===== src/rtl/syscall_console_tx_pkg.sv =====
// Shared definitions for the console-side syscall responder: syscall codes,
// ASCII constants, the FSM state type and the power-of-ten lookup.
package syscall_console_tx_pkg;

  localparam logic [31:0] SYS_PRINT_INT    = 32'd1;
  localparam logic [31:0] SYS_PRINT_STRING = 32'd4;
  localparam logic [31:0] SYS_PRINT_CHAR   = 32'd11;

  localparam logic [7:0] ASCII_ZERO  = 8'h30;
  localparam logic [7:0] ASCII_MINUS = 8'h2D;

  typedef enum logic [2:0] {
    IDLE,
    FETCH,
    WAIT,
    EMIT,
    INT_SIGN,
    INT_DIGIT,
    INT_EMIT,
    DONE
  } txState_e;

  // Power-of-ten ROM used by the decimal digit generator (index 9 = 10^9).
  function automatic logic [31:0] pow10(input logic [3:0] idx);
    case (idx)
      4'd0:    return 32'd1;
      4'd1:    return 32'd10;
      4'd2:    return 32'd100;
      4'd3:    return 32'd1000;
      4'd4:    return 32'd10000;
      4'd5:    return 32'd100000;
      4'd6:    return 32'd1000000;
      4'd7:    return 32'd10000000;
      4'd8:    return 32'd100000000;
      4'd9:    return 32'd1000000000;
      default: return 32'd1;
    endcase
  endfunction

endpackage


===== src/rtl/syscall_console_tx_if.sv =====
// Bundle of the request, memory-read and character-stream signals of the
// console responder. The slave view belongs to the responder, the master
// view to whatever drives requests, serves memory and sinks characters.
interface syscall_console_tx_if #(
  parameter int ADDR_W = 32
);

  logic              req_valid;
  logic              req_ready;
  logic [31:0]       req_v0;
  logic [31:0]       req_a0;

  logic              mem_rd_en;
  logic [ADDR_W-1:0] mem_addr;
  logic [31:0]       mem_rd_data;

  logic              ch_valid;
  logic              ch_ready;
  logic [7:0]        ch_data;

  logic              busy;
  logic              done;
  logic              trunc;

  modport slave (
    input  req_valid, req_v0, req_a0, mem_rd_data, ch_ready,
    output req_ready, mem_rd_en, mem_addr, ch_valid, ch_data, busy, done, trunc
  );

  modport master (
    output req_valid, req_v0, req_a0, mem_rd_data, ch_ready,
    input  req_ready, mem_rd_en, mem_addr, ch_valid, ch_data, busy, done, trunc
  );

endinterface


===== src/rtl/syscall_console_tx_dec_digit_gen.sv =====
// Decimal digit generator: converts an unsigned 32-bit magnitude to digits
// from 10^9 down to 10^0 with one compare/subtract per cycle. A digit is
// ready when the remainder drops below the current power; next_digit moves
// to the following power.
module dec_digit_gen
  import syscall_console_tx_pkg::*;
(
  input  logic        clk,
  input  logic        rst,
  input  logic        start,
  input  logic [31:0] value,
  input  logic        next_digit,
  output logic [3:0]  digit,
  output logic        digit_valid,
  output logic        last
);

  logic [31:0] remainder;
  logic [3:0]  index;
  logic [3:0]  subCount;
  logic        running;
  logic [31:0] power;

  assign power       = pow10(index);
  assign digit_valid = running && (remainder < power);
  assign digit       = subCount;
  assign last        = (index == 4'd0);

  // Load on start, otherwise subtract the current power until the digit settles,
  // and step down one power whenever the consumer takes the digit.
  always_ff @(posedge clk) begin
    if (rst) begin
      remainder <= '0;
      index     <= '0;
      subCount  <= '0;
      running   <= 1'b0;
    end else if (start) begin
      remainder <= value;
      index     <= 4'd9;
      subCount  <= '0;
      running   <= 1'b1;
    end else if (running) begin
      if (next_digit) begin
        subCount <= '0;
        if (index == 4'd0) running <= 1'b0;
        else               index   <= index - 4'd1;
      end else if (!digit_valid) begin
        remainder <= remainder - power;
        subCount  <= subCount + 4'd1;
      end
    end
  end

endmodule


===== src/rtl/syscall_console_tx.sv =====
// Console-side responder for syscall print requests. Accepts one request,
// fetches string bytes from data memory when needed, converts integers to
// decimal, and streams ASCII characters over a valid/ready byte port.
module syscall_console_tx
  import syscall_console_tx_pkg::*;
#(
  parameter int MAX_LEN = 1024,
  parameter int ADDR_W  = 32
) (
  input  logic                 clk,
  input  logic                 rst,
  syscall_console_tx_if.slave  bus
);

  localparam int CNT_W = $clog2(MAX_LEN + 1);

  txState_e          state;
  logic              isChar;
  logic              seenDigit;
  logic [ADDR_W-1:0] ptr;
  logic [CNT_W-1:0]  count;
  logic [31:0]       word;
  logic              chValid;
  logic [7:0]        chData;
  logic              doneReg;
  logic              truncReg;

  logic [31:0]       magnitude;
  logic [ADDR_W-1:0] ptrNext;
  logic [CNT_W-1:0]  countNext;
  logic [7:0]        nextByte;
  logic [7:0]        fetchedByte;
  logic              handshake;
  logic              digitStart;
  logic              digitNext;
  logic              suppress;
  logic [3:0]        digit;
  logic              digitValid;
  logic              digitLast;

  assign magnitude   = bus.req_a0[31] ? ((~bus.req_a0) + 32'd1) : bus.req_a0;
  assign ptrNext     = ptr + ADDR_W'(1);
  assign countNext   = (count == CNT_W'(MAX_LEN)) ? count : count + CNT_W'(1);
  assign nextByte    = word[{ptrNext[1:0], 3'b000} +: 8];
  assign fetchedByte = bus.mem_rd_data[{ptr[1:0], 3'b000} +: 8];
  assign handshake   = chValid && bus.ch_ready;
  assign suppress    = (digit == 4'd0) && !seenDigit && !digitLast;
  assign digitStart  = (state == IDLE) && bus.req_valid && (bus.req_v0 == SYS_PRINT_INT);
  assign digitNext   = ((state == INT_DIGIT) && digitValid && suppress) ||
                       ((state == INT_EMIT) && handshake && !digitLast);

  dec_digit_gen digitGen (
    .clk         (clk),
    .rst         (rst),
    .start       (digitStart),
    .value       (magnitude),
    .next_digit  (digitNext),
    .digit       (digit),
    .digit_valid (digitValid),
    .last        (digitLast)
  );

  // Request FSM: owns the pointer, count and word registers and the character stream.
  always_ff @(posedge clk) begin
    if (rst) begin
      state     <= IDLE;
      isChar    <= 1'b0;
      seenDigit <= 1'b0;
      ptr       <= '0;
      count     <= '0;
      word      <= '0;
      chValid   <= 1'b0;
      chData    <= '0;
      doneReg   <= 1'b0;
      truncReg  <= 1'b0;
    end else begin
      doneReg  <= 1'b0;
      truncReg <= 1'b0;
      case (state)
        IDLE: begin
          if (bus.req_valid) begin
            isChar    <= 1'b0;
            seenDigit <= 1'b0;
            case (bus.req_v0)
              SYS_PRINT_CHAR: begin
                isChar  <= 1'b1;
                chValid <= 1'b1;
                chData  <= bus.req_a0[7:0];
                state   <= EMIT;
              end
              SYS_PRINT_STRING: begin
                ptr   <= ADDR_W'(bus.req_a0);
                count <= '0;
                state <= FETCH;
              end
              SYS_PRINT_INT: begin
                if (bus.req_a0[31]) begin
                  chValid <= 1'b1;
                  chData  <= ASCII_MINUS;
                  state   <= INT_SIGN;
                end else begin
                  state <= INT_DIGIT;
                end
              end
              default: begin
                doneReg <= 1'b1;
                state   <= DONE;
              end
            endcase
          end
        end
        FETCH: state <= WAIT;
        WAIT: begin
          word <= bus.mem_rd_data;
          if (fetchedByte == 8'h00) begin
            doneReg <= 1'b1;
            state   <= DONE;
          end else begin
            chValid <= 1'b1;
            chData  <= fetchedByte;
            state   <= EMIT;
          end
        end
        EMIT: begin
          if (handshake) begin
            if (isChar) begin
              chValid <= 1'b0;
              doneReg <= 1'b1;
              state   <= DONE;
            end else begin
              ptr   <= ptrNext;
              count <= countNext;
              if (countNext == CNT_W'(MAX_LEN)) begin
                chValid  <= 1'b0;
                doneReg  <= 1'b1;
                truncReg <= 1'b1;
                state    <= DONE;
              end else if (ptrNext[1:0] == 2'b00) begin
                chValid <= 1'b0;
                state   <= FETCH;
              end else if (nextByte == 8'h00) begin
                chValid <= 1'b0;
                doneReg <= 1'b1;
                state   <= DONE;
              end else begin
                chData <= nextByte;
              end
            end
          end
        end
        INT_SIGN: begin
          if (handshake) begin
            chValid <= 1'b0;
            state   <= INT_DIGIT;
          end
        end
        INT_DIGIT: begin
          if (digitValid && !suppress) begin
            chValid   <= 1'b1;
            chData    <= ASCII_ZERO + {4'b0000, digit};
            seenDigit <= 1'b1;
            state     <= INT_EMIT;
          end
        end
        INT_EMIT: begin
          if (handshake) begin
            chValid <= 1'b0;
            if (digitLast) begin
              doneReg <= 1'b1;
              state   <= DONE;
            end else begin
              state <= INT_DIGIT;
            end
          end
        end
        DONE:    state <= IDLE;
        default: state <= IDLE;
      endcase
    end
  end

  assign bus.req_ready = (state == IDLE);
  assign bus.busy      = (state != IDLE);
  assign bus.mem_rd_en = (state == FETCH);
  assign bus.mem_addr  = {ptr[ADDR_W-1:2], 2'b00};
  assign bus.ch_valid  = chValid;
  assign bus.ch_data   = chData;
  assign bus.done      = doneReg;
  assign bus.trunc     = truncReg;

endmodule


===== src/flat_wrapper.sv =====
// flat-port wrapper written by rule: the top's interface ports become plain ports
module syscall_console_tx_flat import syscall_console_tx_pkg::*;
#(
  parameter int MAX_LEN = 1024,
  parameter int ADDR_W  = 32
)
  (clk, rst, bus_req_valid, bus_req_v0, bus_req_a0, bus_mem_rd_data, bus_ch_ready, bus_req_ready, bus_mem_rd_en, bus_mem_addr, bus_ch_valid, bus_ch_data, bus_busy, bus_done, bus_trunc);
  syscall_console_tx_if #(.ADDR_W(ADDR_W)) bus_i ();
  input  logic clk;
  input  logic rst;
  input wire logic [$bits(bus_i.req_valid)-1:0] bus_req_valid;
  input wire logic [$bits(bus_i.req_v0)-1:0] bus_req_v0;
  input wire logic [$bits(bus_i.req_a0)-1:0] bus_req_a0;
  input wire logic [$bits(bus_i.mem_rd_data)-1:0] bus_mem_rd_data;
  input wire logic [$bits(bus_i.ch_ready)-1:0] bus_ch_ready;
  output wire logic [$bits(bus_i.req_ready)-1:0] bus_req_ready;
  output wire logic [$bits(bus_i.mem_rd_en)-1:0] bus_mem_rd_en;
  output wire logic [$bits(bus_i.mem_addr)-1:0] bus_mem_addr;
  output wire logic [$bits(bus_i.ch_valid)-1:0] bus_ch_valid;
  output wire logic [$bits(bus_i.ch_data)-1:0] bus_ch_data;
  output wire logic [$bits(bus_i.busy)-1:0] bus_busy;
  output wire logic [$bits(bus_i.done)-1:0] bus_done;
  output wire logic [$bits(bus_i.trunc)-1:0] bus_trunc;
  assign bus_i.req_valid = bus_req_valid;
  assign bus_i.req_v0 = bus_req_v0;
  assign bus_i.req_a0 = bus_req_a0;
  assign bus_i.mem_rd_data = bus_mem_rd_data;
  assign bus_i.ch_ready = bus_ch_ready;
  assign bus_req_ready = bus_i.req_ready;
  assign bus_mem_rd_en = bus_i.mem_rd_en;
  assign bus_mem_addr = bus_i.mem_addr;
  assign bus_ch_valid = bus_i.ch_valid;
  assign bus_ch_data = bus_i.ch_data;
  assign bus_busy = bus_i.busy;
  assign bus_done = bus_i.done;
  assign bus_trunc = bus_i.trunc;
  syscall_console_tx #(.MAX_LEN(MAX_LEN), .ADDR_W(ADDR_W)) u_core (.clk(clk), .rst(rst), .bus(bus_i));
endmodule

===== config.mk =====
export PLATFORM = sky130hd
export DESIGN_NAME = syscall_console_tx_flat
export DESIGN_NICKNAME = d
export VERILOG_FILES = /design/src/rtl/syscall_console_tx_pkg.sv /design/src/rtl/syscall_console_tx_if.sv /design/src/rtl/syscall_console_tx_dec_digit_gen.sv /design/src/rtl/syscall_console_tx.sv /design/src/flat_wrapper.sv
export SDC_FILE = /design/constraint.sdc
export NUM_CORES = 1
export LEC_CHECK = 0
export ABC_AREA = 1
export CAP_MARGIN = 20
export CORE_UTILIZATION = 57
export CTS_CLUSTER_SIZE = 25
export DETAILED_ROUTE_END_ITERATION = 8
export GPL_ROUTABILITY_DRIVEN = 0
export HOLD_SLACK_MARGIN = 0.08
export PLACE_DENSITY_LB_ADDON = 0.1
export SYNTH_ARGS = -nofsm -noshare
export SYNTH_HDL_FRONTEND = slang
export SYNTH_SLANG_ARGS = --single-unit

===== constraint.sdc =====
create_clock -name clk -period 3.15 [get_ports clk]
set_input_delay 0.4725 -clock clk [delete_from_list [all_inputs] [get_ports clk]]
set_output_delay 0.4725 -clock clk [all_outputs]
set_load 0.01 [all_outputs]

==> summary.txt <==
Pwr
  • P per Cell Area: roughly 430 mW/mm^2
  • Maximum vdd drop: 0.3702 mV
  • Total power: 6.023 mW
  • Leakage: 6.186 nW

Placed design
  • DP HPWL: 26,550 um
  • Place WS: -94.26 ps
  • IO buf count: between 100 and 150

Synthesis
  • Top cell type's share of synthesized area: a little under a quarter
  • Synthesized flop and latch total: 132
  • Post-synth ARST share: 0%
  • Synth cell types: 55
  • Top FF cell, synth: dfxtp_1
  • Post-synth EDFFs: 0
  • Mapped Cells: 1,842
  • Yosys top cell by area: dfxtp_1
  • Top post-synthesis cells by area: dfxtp_1, nand2_1, nor2_1, a21oi_1, o21ai_0
  • Mapped Area: 0.01109 sq mm
  • Seq/Total Area, Yosys: 23.82%
  • Synth warnings: 0
  • Synthesized area per cell: 6.023 sq um

Route
  • DRT Pass-1 Iters: 6
  • Final WL: approximately 37,000 um
  • ANT nets after route: 0
  • Total number of vias: 13,000
  • DR WL/cell: 16.28 um
  • Initial drt markers: 1,386
  • DR DRC count: 0
  • Vias/cell: 5.764

Finish
  • Most frequent cells in the layout: nand2_1, nor2_1, inv_1
  • Ant. Diodes: 0
  • Reg area: 0.002648 sq mm
  • Layout Area Growth over Synthesis: 25.14%
  • Multi-input gate area: ~0.0075 sq mm
  • Commonest non-fill, non-tap cell in the layout: nand2_1
  • Fillcell total: 1,578
  • Fraction of layout cells with a size suffix above 1: 12.07%
  • Final net count: 2,128

Setup path
  • CP Max Fanout: 18
  • CP Data Required Time: around 3500 ps
  • Setup crit start kind: register
  • Arr. time, crit path: 3480 ps
  • CP Class: register to register
  • Worst Setup End Kind: register

Clock tree
  • Cts hold-fix bufs: 0
  • Worst-Skew Late Latency: approximately 430 ps
  • Clk root buf: clkbuf_16
  • CTS HTree Levels: 4
  • Clk sinks: around 130
  • TritonCTS buffer count: 17
  • Clock slew at reported path FFs: 60 ps
  • Clk buf depth: 2
  • CTS tree: built

Global routing
  • GRT overflow: 0
  • First-pass GRT wire length: 56,790 um
  • Tot GR Track Use: between 30% and 40%
  • Largest net degree at the start of global routing: ~50
  • Initial antenna violation count: 0
  • Number of global-route vias before repair: 11,800

Job
  • MaxCap Viol Count: 0

STA
  • Number of setup violations in the final report: 0
  • Fin Hold WS: between 400 and 500 ps
  • Final period util: 99.57%
  • Minimum clock period after layout: 3137 ps
  • Worst Skew: 10.50 ps
  • Least-Margin Pin Slew: between 700 and 800 ps
  • Relative max-transition margin: 46.85%
  • Pins Over Slew Limit: 0
  • Setup WS post-layout: approximately 13 ps
  • F_max: 318.8 MHz
  • Final Hold Viols: 0

Floorplanning
  • Core Footprint: approximately 0.019 sq mm
  • Die outline height: 141.5 um
  • Num rows: 50
  • Num ports: 146
  • Starting Density: 58.72%
  • Die X: 141.5 um
  • Die ar.: 0.02003 sq mm

Worst hold path
  • Worst Hold Class: register to register

Run status
  • Outcome: complete, no violations
[report_power, final]
part	switching (mW)	internal [mW]	total (mW)	leakage [nW]
Sequential	0.146	1.90	2.04	1.07
Combinational	1.15	0.778	1.93	4.83
Clock	0.860	1.19	2.05	0.282
[routing by layer]
| layer | vias to the layer above | GRT usage [%] | share of wire [%] |
|---|---|---|---|
| met3 | 103 | 6.547 | 9.6 |
| met2 | 686 | 57.40 | 45 |
| met1 | 5905 | 46.69 | 42 |
| met4 | 0 | 13.41 | 3.2 |
| li1 | 6310 | - | - |
| met5 | - | 0 | 0 |
[final timing paths]
path | start | to | slack, ps | depth (start not counted)
worst max-delay path | u_core.digitGen.index[0] | u_core.digitGen.remainder[17] | 10 | 20
worst min-delay path | u_core.word[27] | u_core.word[27] | 450 | 2
worst max register to register | u_core.digitGen.index[0] | u_core.digitGen.remainder[17] | 10 | 20
worst min register to register | u_core.word[27] | u_core.word[27] | 450 | 2
[repair_timing]
action	in CTS	in global routing
gates resized for setup	8	80
cloned	0	2
pin swaps	1	17
setup endpoints to repair	22	53
setup buffers	2	6
[sequential cells by signal, summed over array words and instances (netlist names), 3 cells and up]
signal and count:
u_core.digitGen.remainder 32, u_core.ptr 32, u_core.word 32, u_core.count 11
u_core.bus.ch_data 8, u_core.digitGen.digit 4, u_core.digitGen.index 4, u_core.state 3
[kinds of logic (layout without fill, tap and decap cells)]
kind of cell / after synthesis / count (layout) / share of synthesized area, %
DFF: 132 / 132 / 23.82
and+or+nand+nor: 942 / 942 / 36.29
xor gates and xnor gates: 54 / 54 / 4.263
AOI/OAI and AO/OA: 377 / 377 / 18.78
adders and majority gates: 45 / 45 / 5.143
other: 1 / 2 / 0.03380
buffers and inverters: 291 / 444 / 11.67
[worst max-delay path, stage by stage (launching register included)]
cell	delay, ps
dfxtp_4	360
inv_1	80
buf_4	140
ha_2	210
nand2_1	80
nand2_2	80
nand2_1	120
ha_4	300
nand2_2	80
nor2_4	110
nand2_2	90
nor4_4	240
buf_4	170
nand2_1	60
nand2_1	70
nand3_2	90
nand2_4	120
buf_4	140
clkbuf_16	170
o21ai_0	120
a21oi_1	210
[through the flow]
stage,util [%],setup TNS (ps),std cells,instance area [sq um]
global route,73.48,-585.6,2256,13880
CTS,71.23,0,2248,13460
global placement,67.76,0,2214,12800
detailed placement,67.76,-972.8,2214,12800
floorplan,-,0,1843,11100
finish,73.48,0,2256,13880
[layout make-up]
type / instances / area share [%]
clock buffer: 18 / 3.091
clock inverter: 14 / 1.199
inverter: 194 / 5.245
multi-input combinational: 1420 / 54.17
sequential: 132 / 19.07
tap: 260 / 2.343
timing repair buffer: 218 / 14.88
[Yosys cell counts (19+ instances only)]
| library cell | count |
|---|---|
| clkbuf_1 | 33 |
| nor2_1 | 274 |
| o21ai_1 | 19 |
| nand2_1 | 438 |
| xor2_1 | 37 |
| o21ai_0 | 133 |
| nand4_1 | 29 |
| a21oi_1 | 158 |
| nor3_1 | 27 |
| dfxtp_1 | 132 |
| buf_4 | 40 |
| inv_1 | 176 |
| nand3_1 | 114 |
| ha_1 | 44 |
No activity file was read; power rests on OpenSTA's default activity.
